## config.mk

```make
export PLATFORM = sky130hd
export DESIGN_NAME = input_debouncer
export DESIGN_NICKNAME = d
export VERILOG_FILES = /design/src/rtl/input_debouncer.sv
export SDC_FILE = /design/constraint.sdc
export NUM_CORES = 1
export LEC_CHECK = 0
export ABC_AREA = 0
export BUFFER_PORTS_ARGS = -buffer_cell sky130_fd_sc_hd__buf_2
export CORE_MARGIN = 5
export CORE_UTILIZATION = 50
export CTS_BUF_LIST = sky130_fd_sc_hd__clkbuf_8
export DETAILED_ROUTE_END_ITERATION = 10
export PLACE_DENSITY = 0.7
export SYNTH_ARGS = -nofsm -noshare
export SYNTH_HDL_FRONTEND = slang
export SYNTH_SLANG_ARGS = --single-unit
```

## constraint.sdc

```tcl
create_clock -name clk -period 7.6 [get_ports clk]
set_clock_uncertainty 0.05 [all_clocks]
set_input_delay 0.76 -clock clk [delete_from_list [all_inputs] [get_ports clk]]
set_output_delay 0.76 -clock clk [all_outputs]
set_load 0.005 [all_outputs]
```

## src/rtl/input_debouncer.sv

```systemverilog
// -----------------------------------------------------------------------------
// input_debouncer
//
// Conditions the raw DE2 push-buttons (KEY) and slide switches (SW) before
// they are exposed to the CPU as memory-mapped I/O. Every input bit passes
// through a two-flop synchronizer. Each button then has its own debounce
// counter that accepts a new level only after DEBOUNCE_CYCLES consecutive
// cycles of disagreement with the current stable level. Each button also
// produces a registered one-cycle pulse on every accepted press (1->0).
//
// Optional feature macro: SW_DEBOUNCE_EN
//   defined   : switches get the same per-channel debounce counters as buttons
//   undefined : switches are only synchronized (2-cycle latency, no filtering)
//
// Parameters:
//   DEBOUNCE_CYCLES : stable cycles needed to accept a new level (>= 2)
//   N_BTN           : number of push-button channels
//   N_SW            : number of slide-switch channels (<= 32)
//
// Ports:
//   clk       : system clock (CLOCK_50)
//   rst       : asynchronous active-high reset
//   KEY       : raw buttons, active-low, asynchronous to clk
//   SW        : raw switches, active-high, asynchronous to clk
//   io_btn    : debounced button levels, active-low
//   btn_press : one-cycle pulse per accepted button press
//   io_sw     : switch levels, zero-extended to 32 bits
// -----------------------------------------------------------------------------
module input_debouncer #(
  parameter int DEBOUNCE_CYCLES = 1_000_000,
  parameter int N_BTN           = 4,
  parameter int N_SW            = 17
) (
  input  logic             clk,
  input  logic             rst,
  input  logic [N_BTN-1:0] KEY,
  input  logic [N_SW-1:0]  SW,
  output logic [N_BTN-1:0] io_btn,
  output logic [N_BTN-1:0] btn_press,
  output logic [31:0]      io_sw
);

  localparam int          CW      = $clog2(DEBOUNCE_CYCLES);
  localparam logic [CW-1:0] CNT_MAX = CW'(DEBOUNCE_CYCLES - 1);
  localparam logic [CW-1:0] CNT_ONE = CW'(1);

  logic [N_BTN-1:0] r_btnMeta;
  logic [N_BTN-1:0] r_btnSync;
  logic [N_BTN-1:0] r_btnStable;
  logic [N_BTN-1:0] r_btnPress;
  logic [CW-1:0]    r_btnCnt [N_BTN];

  logic [N_SW-1:0]  r_swMeta;
  logic [N_SW-1:0]  r_swSync;
  logic [N_SW-1:0]  w_swLevel;

  // Two-flop synchronizers. Buttons idle high (released), switches idle low,
  // so reset values match the idle level and no spurious press is seen.
  always_ff @(posedge clk or posedge rst) begin
    if (rst) begin
      r_btnMeta <= '1;
      r_btnSync <= '1;
      r_swMeta  <= '0;
      r_swSync  <= '0;
    end else begin
      r_btnMeta <= KEY;
      r_btnSync <= r_btnMeta;
      r_swMeta  <= SW;
      r_swSync  <= r_swMeta;
    end
  end

  // Button debounce: the counter only advances while the synchronized level
  // disagrees with the accepted level; any agreement clears it, so a bouncing
  // contact restarts the window. On acceptance the press pulse is raised
  // exactly when the accepted level was 1 (i.e. the new level is 0).
  always_ff @(posedge clk or posedge rst) begin
    if (rst) begin
      r_btnStable <= '1;
      r_btnPress  <= '0;
      for (int i = 0; i < N_BTN; i++) begin
        r_btnCnt[i] <= '0;
      end
    end else begin
      for (int i = 0; i < N_BTN; i++) begin
        r_btnPress[i] <= 1'b0;
        if (r_btnSync[i] == r_btnStable[i]) begin
          r_btnCnt[i] <= '0;
        end else if (r_btnCnt[i] < CNT_MAX) begin
          r_btnCnt[i] <= r_btnCnt[i] + CNT_ONE;
        end else begin
          r_btnStable[i] <= r_btnSync[i];
          r_btnCnt[i]    <= '0;
          r_btnPress[i]  <= r_btnStable[i];
        end
      end
    end
  end

`ifdef SW_DEBOUNCE_EN
  logic [N_SW-1:0] r_swStable;
  logic [CW-1:0]   r_swCnt [N_SW];

  // Switch debounce, same acceptance rule as the buttons but no pulse.
  always_ff @(posedge clk or posedge rst) begin
    if (rst) begin
      r_swStable <= '0;
      for (int i = 0; i < N_SW; i++) begin
        r_swCnt[i] <= '0;
      end
    end else begin
      for (int i = 0; i < N_SW; i++) begin
        if (r_swSync[i] == r_swStable[i]) begin
          r_swCnt[i] <= '0;
        end else if (r_swCnt[i] < CNT_MAX) begin
          r_swCnt[i] <= r_swCnt[i] + CNT_ONE;
        end else begin
          r_swStable[i] <= r_swSync[i];
          r_swCnt[i]    <= '0;
        end
      end
    end
  end

  assign w_swLevel = r_swStable;
`else
  // Without filtering the synchronizer output is the switch level.
  assign w_swLevel = r_swSync;
`endif

  assign io_btn    = r_btnStable;
  assign btn_press = r_btnPress;

  // Zero-extend the switch bank into the 32-bit I/O word.
  always_comb begin
    io_sw             = '0;
    io_sw[N_SW-1:0]   = w_swLevel;
  end

endmodule

```

### Word level (Yosys, flattened, before mapping)

Cells that the tools add are included.
Widths: inputs -> output; s select.

| word-level totals | value |
|---|---|
| input bits | 23 |
| flip-flop bits (word level) | 130 |
| word-level logic and storage cells | 53 |
| output and inout port bits | 40 |

| cells by class | value |
|---|---|
| add/sub/neg operators | 4 |
| bitwise logic cells | 8 |
| equality and inequality tests | 4 |
| order comparisons | 4 |
| reductions and logical operators | 4 |
| mux-type cells | 16 |

Operator list:

| cell | count |
|---|---|
| $mux 20 | 8 |
| $add 20x1->20 const B | 4 |
| $lt 20x20->1 const B | 4 |
| $mux 1 | 8 |
| $not 1->1 | 8 |
| $reduce_and 2->1 | 4 |
| $eq 1x1->1 | 4 |

### Logic depth before layout (Yosys ltp)

Gate-level depths: netlist (run 1).

| depth | value |
|---|---|
| word-level depth | 3 |
| depth in mapped cells | 7 |
| mapped depth without buffers | 6 |

### Worst setup path before layout (run 1)

OpenSTA, ideal clock, no wires.

| path | value |
|---|---|
| kind | register -> register |
| start | reg r_btnCnt[67] in the netlist's numbering |
| end | reg r_btnStable[0] (netlist: io_btn[0]) |
| buffers on the path | 0 |
| arrival | 1,856 ps |
| library setup time | 85 ps |
| setup slack | 5,609 ps |
| clock period less this slack | 1,991 ps |
| stages on the path, launching flop included | 6 |
| path through | dfrtp_1 > or4_1 > a211o_1 > a31oi_2 > or2_2 > mux2_1 |

| between the ends | value |
|---|---|
| longest elaborated chain between the ends | 3 |

Ends and longest elaborated chain:

| item | line | source |
|---|---|---|
| start: declaration | 51 | `logic [CW-1:0] r_btnCnt [N_BTN];` |
| start signal: indexed assignment | 90 | `r_btnCnt[i] <= r_btnCnt[i] + CNT_ONE;` |
| $lt 20x20->1 | 89 | `end else if (r_btnCnt[i] < CNT_MAX) begin` |
| $not 1->1 (no line) | - |  |
| $reduce_and 2->1 (no line) | - |  |
| end signal: indexed assignment | 92 | `r_btnStable[i] <= r_btnSync[i];` |
| end: declaration | 49 | `logic [N_BTN-1:0] r_btnStable;` |

Every way passes these cells.
A chain may end at the register's enable or synchronous reset.

### Final worst setup path (run 1)

| path | value |
|---|---|
| start | reg r_btnCnt[60] in the netlist's numbering |
| end | reg r_btnCnt[65] in the netlist's numbering |

| between the ends | value |
|---|---|
| longest elaborated chain between the ends | 3 |
| elaborated cells on any way between the ends | 4 |

Ends and longest elaborated chain:

| item | line | source |
|---|---|---|
| $add 20x1->20 or $lt 20x20->1 (tied branches) | 90, 89 |  |
| $mux 20 (*) | 89 |  |
| $mux 20 (*) | 87 | `if (r_btnSync[i] == r_btnStable[i]) begin` |

Mark *: on every way between the ends. The rest lies on a longest branch, timed or not.

==> results_dict.tcl, run 1 <==
set metrics [dict create \
    status "finished clean" \
    viasPerCell 4.973 \
    gp_congestion 0.8166 \
    period_share_pct 28.44 \
    ir_drop_mv 0.1408 \
    finalPower_w 0.001327 \
    tritoncts "yes" \
    synth.distinct_cells 43 \
    ctsLongestPathBuffers 2 \
    yosys-top-cells-area "dfrtp_1, xor2_1, nor2_1, dfstp_2, xnor2_1" \
    dieWidth_um 114.1 \
    clkSinkCount 130 \
    die_height_um 114.1 \
    cp-end-kind "flip-flop" \
    r2r_end "r_btnCnt[65]" \
    final-hold-violation-count 0 \
    syn_avg_cell_area_um2 11.23 \
    hp-start "r_swMeta[7]" \
    wirelength_um 9361 \
    synth_top_area_share_pct 54.54 \
    internal_power_w 0.001036 \
    io_buffers 47 \
    drc 0 \
    first_pass_iters 4 \
    n_fill_cell 935 \
    fin_crit_ns 2.161 \
    yosysMostFrequentCell "dfrtp_1" \
    syn_inst 482 \
    slew_headroom_pct 37.63 \
    io_pins 63 \
    yosys_most_used_dff "dfrtp_1" \
    crit_arrival_ns 2.39 \
    path_cells "ha_1 > and4_1 > a211o_1 > a31oi_2 > o21ai_2 > nor2_1" \
    required_ns 7.83 \
    grt_overflow_total 0 \
    fin_nets 569 \
    ctsHtreeMaxLevel 4 \
    worstSkewPairLatency_ns 0.43 \
    area_growth_pct 13.29 \
    placedCellCount 663 \
    cap_violations 0 \
    fin_cells 695 \
    p_leak_nw 2.810 \
    yosysWarningCount 0 \
    grt_pass1_vias 3559 \
    criticalPathCategory "flip-flop to flip-flop" \
    ys_seq_area_share_pct 60.37 \
    grt_max_degree 79 \
    grt_pass1_wl_um 16380 \
    drive_gt1_share_pct 18.20 \
    pwr-share-comb_pct 3.2 \
    worstPathMaxFanout 18 \
    power_density_mw_per_mm2 216.3 \
    cpMaxStageDelayCell "o21ai_2" \
    cp-start-kind "flip-flop" \
    setup-tns-final_ns 0 \
    vias 3456 \
    swShare_pct 21.93 \
    postRouteAntennaNets 0 \
    holdPathEnd "r_swSync[7]" \
    row_count 38 \
    antenna_found_initial 0 \
    synth_edf_count 0 \
    r2r_cells 6 \
    start_util_pct 50.38 \
    cts_resized 0 \
    pwr-share-seq_pct 54.2 \
    async_flop_share_pct 100.0 \
    routedWlPerCell_um 13.47 \
    hpwl_um 6258 \
    report.final.setup_viol 0 \
    synth_top_cells_by_count "dfrtp_1, nor2_1, xor2_1" \
    diodes 0 \
    core_area_mm2 0.01075 \
    cts.hold.buffers_added 0 \
    multi_input_area_mm2 0.002031 \
    grt_use_total_pct 15.88 \
    cpPeakStageDelay_ns 0.62 \
    power.clock.fraction_pct 42.6 \
    whs_path_depth 0 \
    yosys.area.top_type "dfrtp_1" \
    clk_pin_slew_ns 0.07 \
    numCtsBuffers 17 \
    die-area_mm2 0.01301 \
    syn_area_mm2 0.005414 \
    drt-initial-drc-count 166 \
    post_cts_buffers 0 \
    timing.rr.start "r_btnCnt[60]" \
    worst_pin_slew_ns 0.9356 \
    hp-class "flip-flop to flip-flop" \
    rsz0062_at_grt "false" \
    ys_seq_elements 130 \
    fmax_ghz 0.4627 \
    drv_slew 0 \
    regToRegSetupSlack_ns 5.44 \
    clockRootBuffer "clkbuf_8" \
    ff_latch_area_mm2 0.003268 \
    p_switching_w 0.0002910 \
]
-- cell usage in the layout, fill, tap and decap left out, types with 2 or more instances in the layout --
cell / Yosys / final
a21boi_0: 2 / 2
a21oi_1: 3 / 3
and2_1: 3 / 3
and3_1: 12 / 12
and4_1: 9 / 9
buf_2: 2 / 47
bufinv_16: 0 / 2
clkbuf_8: 0 / 20
clkinv_2: 0 / 4
clkinv_4: 0 / 2
conb_1: 1 / 15
dfrtp_1: 118 / 118
dfstp_2: 12 / 12
ha_1: 4 / 4
inv_1: 6 / 8
mux2_2: 3 / 3
nand2_1: 29 / 29
nand2b_1: 2 / 2
nand3_1: 24 / 24
nand4_1: 19 / 19
nor2_1: 96 / 96
nor3_1: 8 / 8
nor3b_1: 3 / 3
nor4_1: 3 / 3
nor4b_1: 2 / 2
o21ai_0: 6 / 6
o21ai_2: 2 / 2
or2_2: 2 / 2
or3_1: 3 / 3
or4_1: 3 / 3
xnor2_1: 31 / 31
xor2_1: 43 / 43
-- how the worst max path moves through the flow --
stage	from	to	slack (ns)	cells after the start
after floorplan	rst	btn_press[0]	3.34	1
after global placement	rst	r_btnCnt[20]	5.23	3
after detailed placement	rst	r_btnCnt[38]	5.19	3
after CTS	r_btnCnt[60]	r_btnCnt[77]	5.40	6
after global routing	r_btnCnt[60]	r_btnCnt[74]	5.25	6
final	r_btnCnt[60]	r_btnCnt[65]	5.44	6
-- registers in the layout, summed over array words and instances, names as in the netlist --
| name | count |
|---|---|
| btn_press | 4 |
| r_swMeta | 17 |
| r_btnCnt | 80 |
| r_btnSync | 4 |
| io_btn | 4 |
| r_swSync | 17 |
| r_btnMeta | 4 |
-- routing by layer --
metal / up-vias / track usage [%] / routed length, µm / part of all wire, %
met1: 1653 / 21.52 / 4477 / 48
li1: 1714 / - / - / -
met2: 75 / 24.04 / 4262 / 46
met3: 14 / 4.493 / 467 / 5.0
met5: - / 0 / 0 / 0
met4: 0 / 6.968 / 153 / 1.6
-- cells by family after synthesis --
kind of cell / count (synthesis) / synth area share, %
and+or+nand+nor: 221 / 19.76
xor gates and xnor gates: 74 / 11.97
buffers and inverters: 27 / 3.097
DFF: 130 / 60.37
adders and majority gates: 4 / 0.9245
AOI/OAI and AO/OA: 21 / 2.981
muxes: 4 / 0.8319
other: 1 / 0.06927
-- stage by stage --
stage                     setup slack, ns  util, %  hold slack, ns  area [µm²]
after floorplan                     3.341        -          0.2812        5466
after global placement              5.226    53.44          0.2814        5742
after detailed placement            5.192    53.44          0.2847        5742
after CTS                           5.402    57.08          0.3008        6133
after global routing                5.248    57.08          0.3137        6133
final                               5.439    57.08          0.3001        6133
-- area by class of cell --
cell class                 instances  share of cell area, %
clock buffer                      20                  4.488
clock inverter                    12                  1.897
inverter                           6                 0.4080
multi-input combinational        339                  33.11
sequential                       130                  53.28
tap                              140                  2.856
timing repair buffer              48                  3.958
-- power groups by stage --
stage / Combinational, W / Clock (W) / Sequential, W
after floorplan: 0.0000312 / 0 / 0.000730
after global placement: 0.0000431 / 0 / 0.000731
after detailed placement: 0.0000439 / 0 / 0.000732
after CTS: 0.0000440 / 0.000581 / 0.000719
after global routing: 0.0000499 / 0.000618 / 0.000721
final: 0.0000423 / 0.000566 / 0.000719
-- worst max-delay path, delay by kind of cell (launching register included) --
kind,cells,cell delay [ns]
and+or+nand+nor,2,0.42
AOI/OAI and AO/OA,3,0.92
adders and majority gates,1,0.22
DFF,1,0.40
(Power assumes the default switching activity.)
==> run 2, diff against run 1 <==
Clock period 7.6 ns to 2 ns, I/O delays scaled along.
==> results_dict.tcl, run 2 (synthesis results as in run 1) <==
set metrics [dict create \
    numCtsBuffers 17 \
    pwr-share-comb_pct 4.1 \
    die_height_um 114.1 \
    vias 3689 \
    ir_drop_mv 0.7872 \
    clkSinkCount 130 \
    slew_headroom_pct 63.61 \
    hp-class "flip-flop to flip-flop" \
    grt_overflow_total 0 \
    drive_gt1_share_pct 20.97 \
    start_util_pct 50.38 \
    drc 0 \
    io_pins 63 \
    final-hold-violation-count 0 \
    fin_util_pct 61.94 \
    gp_congestion 0.8460 \
    cp-start-kind "flip-flop" \
    postRouteAntennaNets 0 \
    mostFrequentLayoutCell "dfrtp_1" \
    crit_arrival_ns 2.30 \
    p_switching_w 0.001133 \
    pre_cts_ws_ns -0.07836 \
    criticalPathCategory "flip-flop to flip-flop" \
    antenna_found_initial 0 \
    largest_reg_flops 80 \
    row_count 38 \
    dieWidth_um 114.1 \
    hpwl_um 6744 \
    grt_pass1_vias 3729 \
    viasPerCell 4.978 \
    p_leak_nw 3.049 \
    fin_nets 615 \
    cp-end-kind "flip-flop" \
    grt_pass1_wl_um 17380 \
    ctsLongestPathBuffers 2 \
    grt_use_total_pct 16.94 \
    top_register "r_btnCnt" \
    power.clock.fraction_pct 44.7 \
    largestRegisters "r_btnCnt x80, r_swMeta x17, r_swSync x17" \
    grt_max_degree 62 \
    fin_cells 741 \
    report.final.setup_viol 0 \
    period_share_pct 99.35 \
    io_buffers 47 \
    core_area_mm2 0.01075 \
    area_growth_pct 22.93 \
    status "finished clean" \
    clk_pin_slew_ns 0.08 \
    fmax_ghz 0.5033 \
    internal_power_w 0.004199 \
    placedCellCount 686 \
    tritoncts "yes" \
    diodes 0 \
    ctsHtreeMaxLevel 4 \
    required_ns 2.31 \
    clockRootBuffer "clkbuf_8" \
    fin_crit_ns 1.987 \
    drv_slew 0 \
    worst_pin_slew_ns 0.5382 \
    drt-initial-drc-count 168 \
    pwr-share-seq_pct 51.2 \
    setup_slack_ns 0.01294 \
    cpPeakStageDelay_ns 0.51 \
    worstSkewPairLatency_ns 0.43 \
    worstPathMaxFanout 2 \
    first_pass_iters 4 \
    wirelength_um 10120 \
    mostFrequentLayoutCells "dfrtp_1, nor2_1, buf_2" \
    die-area_mm2 0.01301 \
    path_cells "or4_1 > a211o_1 > a31oi_4 > or2_4 > mux2_1" \
    n_fill_cell 860 \
    cpMaxStageDelayCell "or4_1" \
    rsz0062_at_grt "true" \
    cap_violations 0 \
    power_density_mw_per_mm2 801.2 \
    routedWlPerCell_um 13.65 \
    swShare_pct 21.25 \
]
run 2: timing repair:
item | CTS | global route
resized for setup | 2 | 6
endpoints found under the hold margin | 37 | 0
endpoints found under the setup margin | 20 | 52
hold buffers | 22 | 0
buffers inserted | 0 | 1
pin swaps | 2 | 2
run 2: final timing paths:
check                        startpoint      endpoint  cells past startpoint  slack (ns)
min in group asynchronous           rst   r_swMeta[5]                      3        0.33
max reg2reg                r_btnCnt[67]     io_btn[0]                      5        0.01
max in group asynchronous           rst     io_btn[1]                      4        0.85
min                        r_swMeta[13]  r_swSync[13]                      0        0.30
min reg2reg                r_swMeta[13]  r_swSync[13]                      0        0.30
max                        r_btnCnt[67]     io_btn[0]                      5        0.01
run 2: through the flow:
step / total power (W) / TNS [ns] / cell area, µm² / hold slack, ns
final: 0.005332 / 0 / 6655 / 0.2957
after global routing: 0.005561 / -0.05321 / 6655 / 0.3093
after CTS: 0.005400 / 0 / 6601 / 0.3010
after detailed placement: 0.002967 / -1.007 / 5941 / 0.2345
after global placement: 0.002958 / 0 / 5941 / 0.2295
after floorplan: 0.002895 / 0 / 5470 / 0.1545
run 2: routing by layer:
layer	track usage (%)	part of all wire [%]	vias to the layer above
li1	-	-	1804
met1	22.93	47	1809
met2	26.00	48	70
met3	5.338	4.5	6
met5	0	0	-
met4	5.859	0.55	0
run 2: layout make-up:
class                      instances  area, µm²  share of cell area, %
multi-input combinational        339       2074                  31.17
sequential                       130       3268                  49.11
tap                              140      175.2                  2.632
clock buffer                      19      261.5                  3.929
clock inverter                    13      168.9                  2.538
timing repair buffer              94      680.7                  10.23
inverter                           6      26.28                 0.3948
run 2: critical path, delay by kind of cell (launching register included):
family | cells | cell delay [ns]
flip-flops | 1 | 0.37
AND/OR/NAND/NOR | 2 | 0.66
AO/OA/AOI/OAI | 2 | 0.51
multiplexers | 1 | 0.32
run 2: power groups by stage:
stage | clock network (W) | logic [W] | registers [W]
after global placement | 0 | 0.000183 | 0.00277
final | 0.00238 | 0.000221 | 0.00273
after detailed placement | 0 | 0.000187 | 0.00278
after global routing | 0.00257 | 0.000254 | 0.00274
after CTS | 0.00245 | 0.000221 | 0.00273
after floorplan | 0 | 0.000119 | 0.00278
==> run 3, diff against run 2 <==
Settings changed: CORE_MARGIN 5 to 2.
==> results_dict.tcl, run 3 (synthesis results as in run 1) <==
set metrics [dict create \
    status "finished clean" \
    drive_gt1_share_pct 23.37 \
    cp-start-kind "flip-flop" \
    grt_overflow_total 0 \
    worstPathMaxFanout 2 \
    report.final.setup_viol 0 \
    cp_top_family "simple AND/OR/NAND/NOR gates" \
    worst_pin_slew_ns 0.6901 \
    mostFrequentLayoutCells "dfrtp_1, nor2_1, buf_2" \
    cp.buffers_inverters 0 \
    postRouteAntennaNets 0 \
    path_cells "or4_1 > a211o_1 > a31oi_4 > or2_4 > mux2_4" \
    vias 3729 \
    fin_crit_ns 1.988 \
    slew_headroom_pct 53.90 \
    period_share_pct 99.40 \
    routedWlPerCell_um 13.05 \
    grt_pass1_wl_um 16950 \
    mostFrequentLayoutCell "dfrtp_1" \
    p_leak_nw 3.128 \
    tritoncts "yes" \
    drt-initial-drc-count 118 \
    criticalPathCategory "flip-flop to flip-flop" \
    die_height_um 108.1 \
    drv_slew 0 \
    diodes 0 \
    io_buffers 47 \
    grt_max_degree 29 \
    clkSinkCount 130 \
    grt_pass1_vias 3718 \
    ctsHtreeMaxLevel 4 \
    cp-end-kind "flip-flop" \
    fin_nets 626 \
    final-hold-violation-count 0 \
    viasPerCell 4.985 \
    drc 0 \
    clk_pin_slew_ns 0.07 \
    antenna_found_initial 0 \
    start_util_pct 51.98 \
    cpPeakStageDelay_ns 0.51 \
    cpMaxStageDelayCell "or4_1" \
    required_ns 2.32 \
    wirelength_um 9763 \
    die-area_mm2 0.01168 \
    hp-class "flip-flop to flip-flop" \
    power_density_mw_per_mm2 840.5 \
    io_pins 63 \
    hpwl_um 6640 \
    hold_slack_ns 0.3014 \
    core_area_mm2 0.01042 \
    rsz0062_at_grt "true" \
    largestRegisters "r_btnCnt x80, r_swMeta x17, r_swSync x17" \
    area_growth_pct 26.12 \
    numCtsBuffers 17 \
    dieWidth_um 108.1 \
    clockRootBuffer "clkbuf_8" \
    fmax_ghz 0.5030 \
    ctsLongestPathBuffers 2 \
    ir_drop_mv 0.7902 \
    largest_reg_flops 80 \
    top_register "r_btnCnt" \
    cap_violations 0 \
    first_pass_iters 4 \
    worstSkewPairLatency_ns 0.44 \
    grt_use_total_pct 18.99 \
    fin_util_pct 65.55 \
    crit_arrival_ns 2.31 \
    gp_congestion 0.8186 \
    row_count 37 \
]
[run 3: repair_timing]
item                                    4_1_cts  5_1_grt
pin swaps                                     3        1
resized for setup                             2        8
cloned                                        0        0
setup buffers                                 1        0
hold buffers                                 22        0
hold endpoints to repair                     40        0
endpoints found under the setup margin        1       38
[run 3: worst register-to-register path, cell delays in order (launching register included)]
cell and delay (ns):
dfrtp_1 0.38, or4_1 0.51, a211o_1 0.30, a31oi_4 0.23, or2_4 0.16, mux2_4 0.30
[run 3: power breakdown]
group | internal (W) | total, W | switching [W]
logic | 0.000109 | 0.000233 | 0.000124
clock network | 0.00176 | 0.00277 | 0.00101
registers | 0.00270 | 0.00273 | 0.0000335
[run 3: routing by layer]
layer,wire (µm),global-route usage (%)
met5,0,0
met4,127,6.044
met3,434,7.294
met2,4663,30.28
met1,4537,24.07
[run 3: area by class of cell]
cell class	instances	area, µm²
Fill cell	786	3588
Inverter	6	26.28
Sequential cell	130	3268
Multi-Input combinational cell	339	2073
Tap cell	136	170.2
Timing Repair Buffer	105	783.3
Clock inverter	14	259.0
Clock buffer	18	247.7
[run 3: metrics by stage]
step / TNS, ns / worst slack [ns] / area [µm²] / cells / total power (W)
final: 0 / 0.01202 / 6828 / 748 / 0.005739
after CTS: 0 / 0.006998 / 6784 / 748 / 0.005809
after detailed placement: 0 / 0.004290 / 6043 / 693 / 0.002981
after global routing: -0.1040 / -0.04577 / 6828 / 748 / 0.005976
after global placement: 0 / 0.02654 / 6043 / 693 / 0.002975
after floorplan: 0 / 0.009108 / 5470 / 496 / 0.002895
[run 3: worst paths after layout]
| path | start | to | slack, ns | depth (start not counted) |
|---|---|---|---|---|
| setup / recovery | r_btnCnt[67] | io_btn[0] | 0.01 | 5 |
| hold / removal | r_swMeta[2] | r_swSync[2] | 0.30 | 0 |
| setup reg to reg | r_btnCnt[67] | io_btn[0] | 0.01 | 5 |
| hold reg to reg | r_swMeta[2] | r_swSync[2] | 0.30 | 0 |
| max in group asynchronous | rst | r_btnMeta[3] | 0.88 | 4 |
| min in group asynchronous | rst | r_swMeta[5] | 0.37 | 3 |
